<file path="src/rtl/id_ex_stage_pkg.sv">
// Shared control-vector layout and opcode constants for the control unit and the ID/EX stage.
// Bit 13 of the control vector is reserved and travels through the pipeline untouched.
package id_ex_stage_pkg;

    localparam int XLEN      = 32;
    localparam int REG_IDX_W = 5;
    localparam int FUNCT_W   = 4;
    localparam int CTRL_W    = 14;

    // Control-vector bit offsets
    localparam int CTRL_JUMP       = 0;
    localparam int CTRL_BRANCH     = 1;
    localparam int CTRL_MEMWRITE   = 2;
    localparam int CTRL_MEMREAD    = 3;
    localparam int CTRL_REGWRITE   = 4;
    localparam int CTRL_ALUSRC     = 5;
    localparam int CTRL_REGSRC_LSB = 6;
    localparam int CTRL_ALUOP_LSB  = 8;
    localparam int CTRL_VREG_RD    = 10;
    localparam int CTRL_VREG_RS1   = 11;
    localparam int CTRL_VREG_RS2   = 12;

    typedef struct packed {
        logic       rsvd;
        logic [2:0] valid_reg;   // {rs2, rs1, rd}
        logic [1:0] alu_op;
        logic [1:0] reg_src;
        logic       alu_src;
        logic       reg_write;
        logic       mem_read;
        logic       mem_write;
        logic       branch;
        logic       jump;
    } ctrl_t;

    localparam logic [6:0] OPC_LOAD   = 7'b0000011;
    localparam logic [6:0] OPC_STORE  = 7'b0100011;
    localparam logic [6:0] OPC_OP_IMM = 7'b0010011;
    localparam logic [6:0] OPC_OP     = 7'b0110011;
    localparam logic [6:0] OPC_LUI    = 7'b0110111;
    localparam logic [6:0] OPC_AUIPC  = 7'b0010111;
    localparam logic [6:0] OPC_BRANCH = 7'b1100011;
    localparam logic [6:0] OPC_JAL    = 7'b1101111;
    localparam logic [6:0] OPC_JALR   = 7'b1100111;

endpackage

</file>
<file path="src/rtl/id_ex_stage_load_use_detect.sv">
// Combinational load-use hazard: a load in EX whose rd feeds a source register the decode
// instruction actually reads. Writes to x0 and unused source fields never count.
module load_use_detect
    import id_ex_stage_pkg::*;
(
    input  logic                 ex_valid,
    input  logic                 ex_mem_read,
    input  logic [REG_IDX_W-1:0] ex_rd,
    input  logic                 id_valid,
    input  logic                 id_use_rs1,
    input  logic                 id_use_rs2,
    input  logic [REG_IDX_W-1:0] id_rs1,
    input  logic [REG_IDX_W-1:0] id_rs2,
    output logic                 load_use
);

    logic rs1_match;
    logic rs2_match;

    assign rs1_match = id_use_rs1 && (id_rs1 == ex_rd);
    assign rs2_match = id_use_rs2 && (id_rs2 == ex_rd);

    assign load_use = ex_valid && ex_mem_read && (ex_rd != '0) && id_valid
                      && (rs1_match || rs2_match);

endmodule

</file>
<file path="src/rtl/id_ex_stage.sv">
// ID/EX pipeline register with load-use bubble insertion, flush and a saturating stall counter.
// Latency 1 cycle; holds while EX stalls, decode sees id_ready low on stall, hazard, flush or reset.
module id_ex_stage
    import id_ex_stage_pkg::*;
(
    input  logic                 clk,
    input  logic                 rst,
    input  logic                 id_valid,
    output logic                 id_ready,
    input  logic [CTRL_W-1:0]    id_ctrl,
    input  logic [REG_IDX_W-1:0] id_rs1,
    input  logic [REG_IDX_W-1:0] id_rs2,
    input  logic [REG_IDX_W-1:0] id_rd,
    input  logic [XLEN-1:0]      id_pc,
    input  logic [XLEN-1:0]      id_rs1_data,
    input  logic [XLEN-1:0]      id_rs2_data,
    input  logic [XLEN-1:0]      id_imm,
    input  logic [FUNCT_W-1:0]   id_funct,
    input  logic                 flush,
    input  logic                 ex_ready,
    output logic                 ex_valid,
    output logic [CTRL_W-1:0]    ex_ctrl,
    output logic [REG_IDX_W-1:0] ex_rs1,
    output logic [REG_IDX_W-1:0] ex_rs2,
    output logic [REG_IDX_W-1:0] ex_rd,
    output logic [XLEN-1:0]      ex_pc,
    output logic [XLEN-1:0]      ex_rs1_data,
    output logic [XLEN-1:0]      ex_rs2_data,
    output logic [XLEN-1:0]      ex_imm,
    output logic [FUNCT_W-1:0]   ex_funct,
    output logic                 load_use_stall,
    output logic [31:0]          stall_count
);

    logic        hazard;
    logic        ex_free;
    logic        accept;
    logic [31:0] stall_cnt_q;

    load_use_detect u_load_use_detect (
        .ex_valid    (ex_valid),
        .ex_mem_read (ex_ctrl[CTRL_MEMREAD]),
        .ex_rd       (ex_rd),
        .id_valid    (id_valid),
        .id_use_rs1  (id_ctrl[CTRL_VREG_RS1]),
        .id_use_rs2  (id_ctrl[CTRL_VREG_RS2]),
        .id_rs1      (id_rs1),
        .id_rs2      (id_rs2),
        .load_use    (hazard)
    );

    assign load_use_stall = hazard;
    assign ex_free        = !ex_valid || ex_ready;
    assign id_ready       = !rst && ex_free && !hazard && !flush;
    assign accept         = id_valid && id_ready;

    // Priority: reset, flush, new instruction, drain to bubble; otherwise hold for EX.
    always_ff @(posedge clk) begin
        if (rst) begin
            ex_valid    <= 1'b0;
            ex_ctrl     <= '0;
            ex_rs1      <= '0;
            ex_rs2      <= '0;
            ex_rd       <= '0;
            ex_pc       <= '0;
            ex_rs1_data <= '0;
            ex_rs2_data <= '0;
            ex_imm      <= '0;
            ex_funct    <= '0;
        end else if (flush) begin
            ex_valid <= 1'b0;
            ex_ctrl  <= '0;
        end else if (accept) begin
            ex_valid    <= 1'b1;
            ex_ctrl     <= id_ctrl;
            ex_rs1      <= id_rs1;
            ex_rs2      <= id_rs2;
            ex_rd       <= id_rd;
            ex_pc       <= id_pc;
            ex_rs1_data <= id_rs1_data;
            ex_rs2_data <= id_rs2_data;
            ex_imm      <= id_imm;
            ex_funct    <= id_funct;
        end else if (ex_free) begin
            // Bubble: clearing ctrl keeps writes/branches from leaking out of an empty slot.
            ex_valid <= 1'b0;
            ex_ctrl  <= '0;
        end
    end

    always_ff @(posedge clk) begin
        if (rst) begin
            stall_cnt_q <= '0;
        end else if (hazard && (stall_cnt_q != 32'hFFFF_FFFF)) begin
            stall_cnt_q <= stall_cnt_q + 32'd1;
        end
    end

    assign stall_count = stall_cnt_q;

endmodule

</file>
<file path="config.mk">
export PLATFORM = sky130hd
export DESIGN_NAME = id_ex_stage
export DESIGN_NICKNAME = d
export VERILOG_FILES = /design/src/rtl/id_ex_stage_pkg.sv /design/src/rtl/id_ex_stage_load_use_detect.sv /design/src/rtl/id_ex_stage.sv
export SDC_FILE = /design/constraint.sdc
export NUM_CORES = 1
export LEC_CHECK = 0
export ABC_AREA = 1
export ABC_CLOCK_PERIOD_IN_PS = 1900
export CORE_UTILIZATION = 37
export DETAILED_ROUTE_END_ITERATION = 8
export PLACE_DENSITY = 0.76
export SLEW_MARGIN = 30
export SYNTH_ARGS = -nofsm -noshare
export SYNTH_HDL_FRONTEND = slang
export SYNTH_HIERARCHICAL = 1
export SYNTH_SLANG_ARGS = --single-unit
</file>
<file path="constraint.sdc">
create_clock -name clk -period 1.9 [get_ports clk]
set_clock_uncertainty 0.2 [all_clocks]
set_input_delay 0.19 -clock clk [delete_from_list [all_inputs] [get_ports clk]]
set_output_delay 0.19 -clock clk [all_outputs]
set_load 0.01 [all_outputs]
</file>
==> impl_metrics.yaml <==
pwr:
  p_int_mw: 6.83
  p_seq_frac: 0.463
  switching_share: 0.268
  p_per_area_mw_per_mm2: 715
  clockPowerShare: 0.392
  power_leakage_nw: 5.05
  p_comb_frac: 0.146
  worst_ir_drop_vdd_mv: 0.592
  p_switching_mw: 2.50
critical_path:
  required_ns: 2.03
  r2r-start: "ex_rd[4]"
  arrival_ns: 2.30
  start_kind: "flop"
  crit_path_end_kind: "flop"
  r2r.worst_path.cells: 13
  criticalPathCategory: "flop to flop"
  rrSetupSlack_ns: -0.27
  crit_fanout: 32
  reg2reg_to: "ex_rs2_data[17]"
grt:
  grt_overflow: 0
  grt_pass1_wl_um: 42500
  grt_max_degree: 65
  grt_pass1_vias: 8083
  antenna_found_initial: 2
  track_usage: 0.253
synth:
  synth.avg_cell_area_um2: 7.09
  synth_most_common_cell: "nor2_1"
  postSynthCellCount: 1091
  synthDistinctLibCells: 28
  synth-warning-count: 6
  synthArstFlopShare: 0
  synth_largest_area_cell: "dfxtp_1"
  ys_top_cells_by_area: "dfxtp_1 (50%), nor2_1 (18%), o21ai_0 (8.9%), nand2_1 (7.3%), a21oi_1 (2.8%)"
  ys_top_cells_by_count: "nor2_1 (381), dfxtp_1 (194), nand2_1 (150), o21ai_0 (138), inv_1 (50)"
  synth_top_area_frac: 0.502
  synth-main-ff-cell: "dfxtp_1"
  syn_area_mm2: 0.00774
  seq_area_frac_synth: 0.502
  synth_edf_count: 0
  syn_nets: 1258
  synth-seq-cells: 194
drt:
  drc: 0
  wl_um: 28100
  drt_pre_antenna_iters: 5
  drt_iter0_markers: 452
  routedWlPerCell_um: 15.9
  num_vias: 8409
  antenna_left: 0
  via_per_inst: 4.76
timing:
  slew-limit-headroom: 0.771
  worstMarginPinSlew_ns: 0.343
  min_period_ns: 2.17
  finalHoldViolCount: 0
  setup_tns_ns: -35.16
  layout_setup_ws_ns: -0.274
  setup_violations: 196
  fmax_ghz: 0.460
  rsz0062_at_grt: "true"
  fin_crit_sh: 1.14
  drv_slew: 0
place:
  dp_cells: 1719
  place_congestion: 0.892
  port_buffers: 361
  hpwlAfterDp_um: 20200
die:
  dieArea_mm2: 0.0215
  coreArea_mm2: 0.0204
  die_h_um: 147
  start_util: 0.380
  fp.dieW_um: 147
  rows: 52
  ioPinCount: 362
run_status:
  violations: "negative setup slack"
  status: "finished, violations left"
clock_tree:
  cts_buffer_depth: 2
  clk_latency_ns: 0.44
  path_clk_slew_ns: 0.08
  cts.root.buffer_cell: "clkbuf_16"
  cts_hold_buf: 0
  cts_num_sinks: 194
  tritoncts: "built"
  numCtsBuffers: 17
  cts_max_level: 4
final_layout:
  finalNonFillerCells: 1766
  drive_above_1_share: 0.120
  area_growth_pct: 68.6
  finalNetCount: 1648
worst_hold_path:
  hp-start: "id_ctrl[10]"
  holdPathEnd: "ex_ctrl[10]"
  holdCritPathClass: "input pin to flop"
  min_path_cells: 3
flow_run:
  maxCapViolCount: 0
-- power groups by stage --
stage	sequential, mW	combinational (mW)	clock (mW)
finish	4.31	1.36	3.65
detailed placement	4.41	1.29	0
floorplan	4.48	0.406	0
global route	4.33	1.47	3.90
global placement	4.40	1.28	0
CTS	4.31	1.33	3.72
-- critical path, cell delays in order, from the launching register on --
cell,delay (ns)
dfxtp_4,0.36
inv_2,0.07
nand2_1,0.05
nand2_1,0.06
nor2_1,0.05
nand3_1,0.12
a21oi_4,0.09
buf_6,0.12
nor3_4,0.18
nand2_4,0.16
buf_12,0.17
clkbuf_16,0.19
o21ai_1,0.18
nor2_1,0.05
-- how the worst max path moves through the flow --
stage | to | start | slack (ns)
final | ex_rs2_data[17] | ex_rd[4] | -0.27
after floorplan | ex_valid | ex_rd[0] | -0.02
after global placement | stall_count[31] | id_rs2[0] | -0.54
after detailed placement | stall_count[31] | id_rs2[0] | -0.62
after global routing | stall_count[29] | ex_rd[1] | -0.43
after CTS | id_ready | ex_rd[2] | -0.25
-- cell usage in the layout (no fill, tap or decap), types with 7 or more instances in the layout --
cell type	n
inv_1	44
o21ai_0	90
nand4_1	9
nor2_1	351
buf_6	10
o21ai_1	53
nor2_2	19
clkdlybuf4s50_1	359
a21oi_1	43
nand3_1	31
nand2_1	141
buf_12	7
clkbuf_16	19
dfxtp_1	187
buf_4	49
nor2_4	13
-- metrics by stage --
| step | power, mW | util | area [um^2] | worst slack [ns] | hold slack (ns) |
|---|---|---|---|---|---|
| after floorplan | 4.89 | - | 7790 | -0.0220 | 0.0517 |
| after global placement | 5.68 | 0.585 | 11900 | -0.537 | 0.252 |
| after detailed placement | 5.69 | 0.585 | 11900 | -0.616 | 0.255 |
| after CTS | 9.36 | 0.629 | 12800 | -0.248 | 0.0860 |
| after global routing | 9.71 | 0.640 | 13000 | -0.430 | 0.109 |
| final | 9.32 | 0.640 | 13000 | -0.274 | 0.0956 |
-- per-layer routing --
metal	vias to the layer above	global-route usage	part of all wire
li1	4232	-	-
met1	3840	0.271	0.37
met2	291	0.441	0.51
met3	46	0.0938	0.093
met4	0	0.116	0.029
met5	-	0	0
-- state kept, by name, summed over array words and instances, names as in the netlist --
name         cells
ex_funct         4
ex_valid         1
ex_pc           32
ex_rs1_data     32
ex_ctrl         14
ex_rd            5
ex_rs1           5
ex_imm          32
stall_count     32
ex_rs2_data     32
ex_rs2           5
-- area by class of cell --
type	instances	area, um^2
Fill cell	1731	7320
Timing Repair Buffer	432	4410
Sequential cell	194	3910
Multi-Input combinational cell	782	3560
Clock buffer	18	439
Tap cell	270	338
Inverter	54	223
Clock inverter	14	165
Antenna cell	2	5.00
-- kinds of logic after synthesis --
group | after synthesis | synth area share
compound gates | 192 | 0.125
fa+ha+maj | 1 | 0.00162
simple gates | 588 | 0.299
flops | 194 | 0.502
xor+xnor | 1 | 0.00113
buf+inv | 115 | 0.0716
-- timing repair --
item / 4_1_cts / 5_1_grt
endpoints found under the hold margin: 0 / 0
cloned: 2 / 2
setup buffers: 6 / 4
resized for setup: 79 / 69
endpoints found under the setup margin: 196 / 202
pin swaps: 19 / 17
No activity file was read; power rests on OpenSTA's default activity.
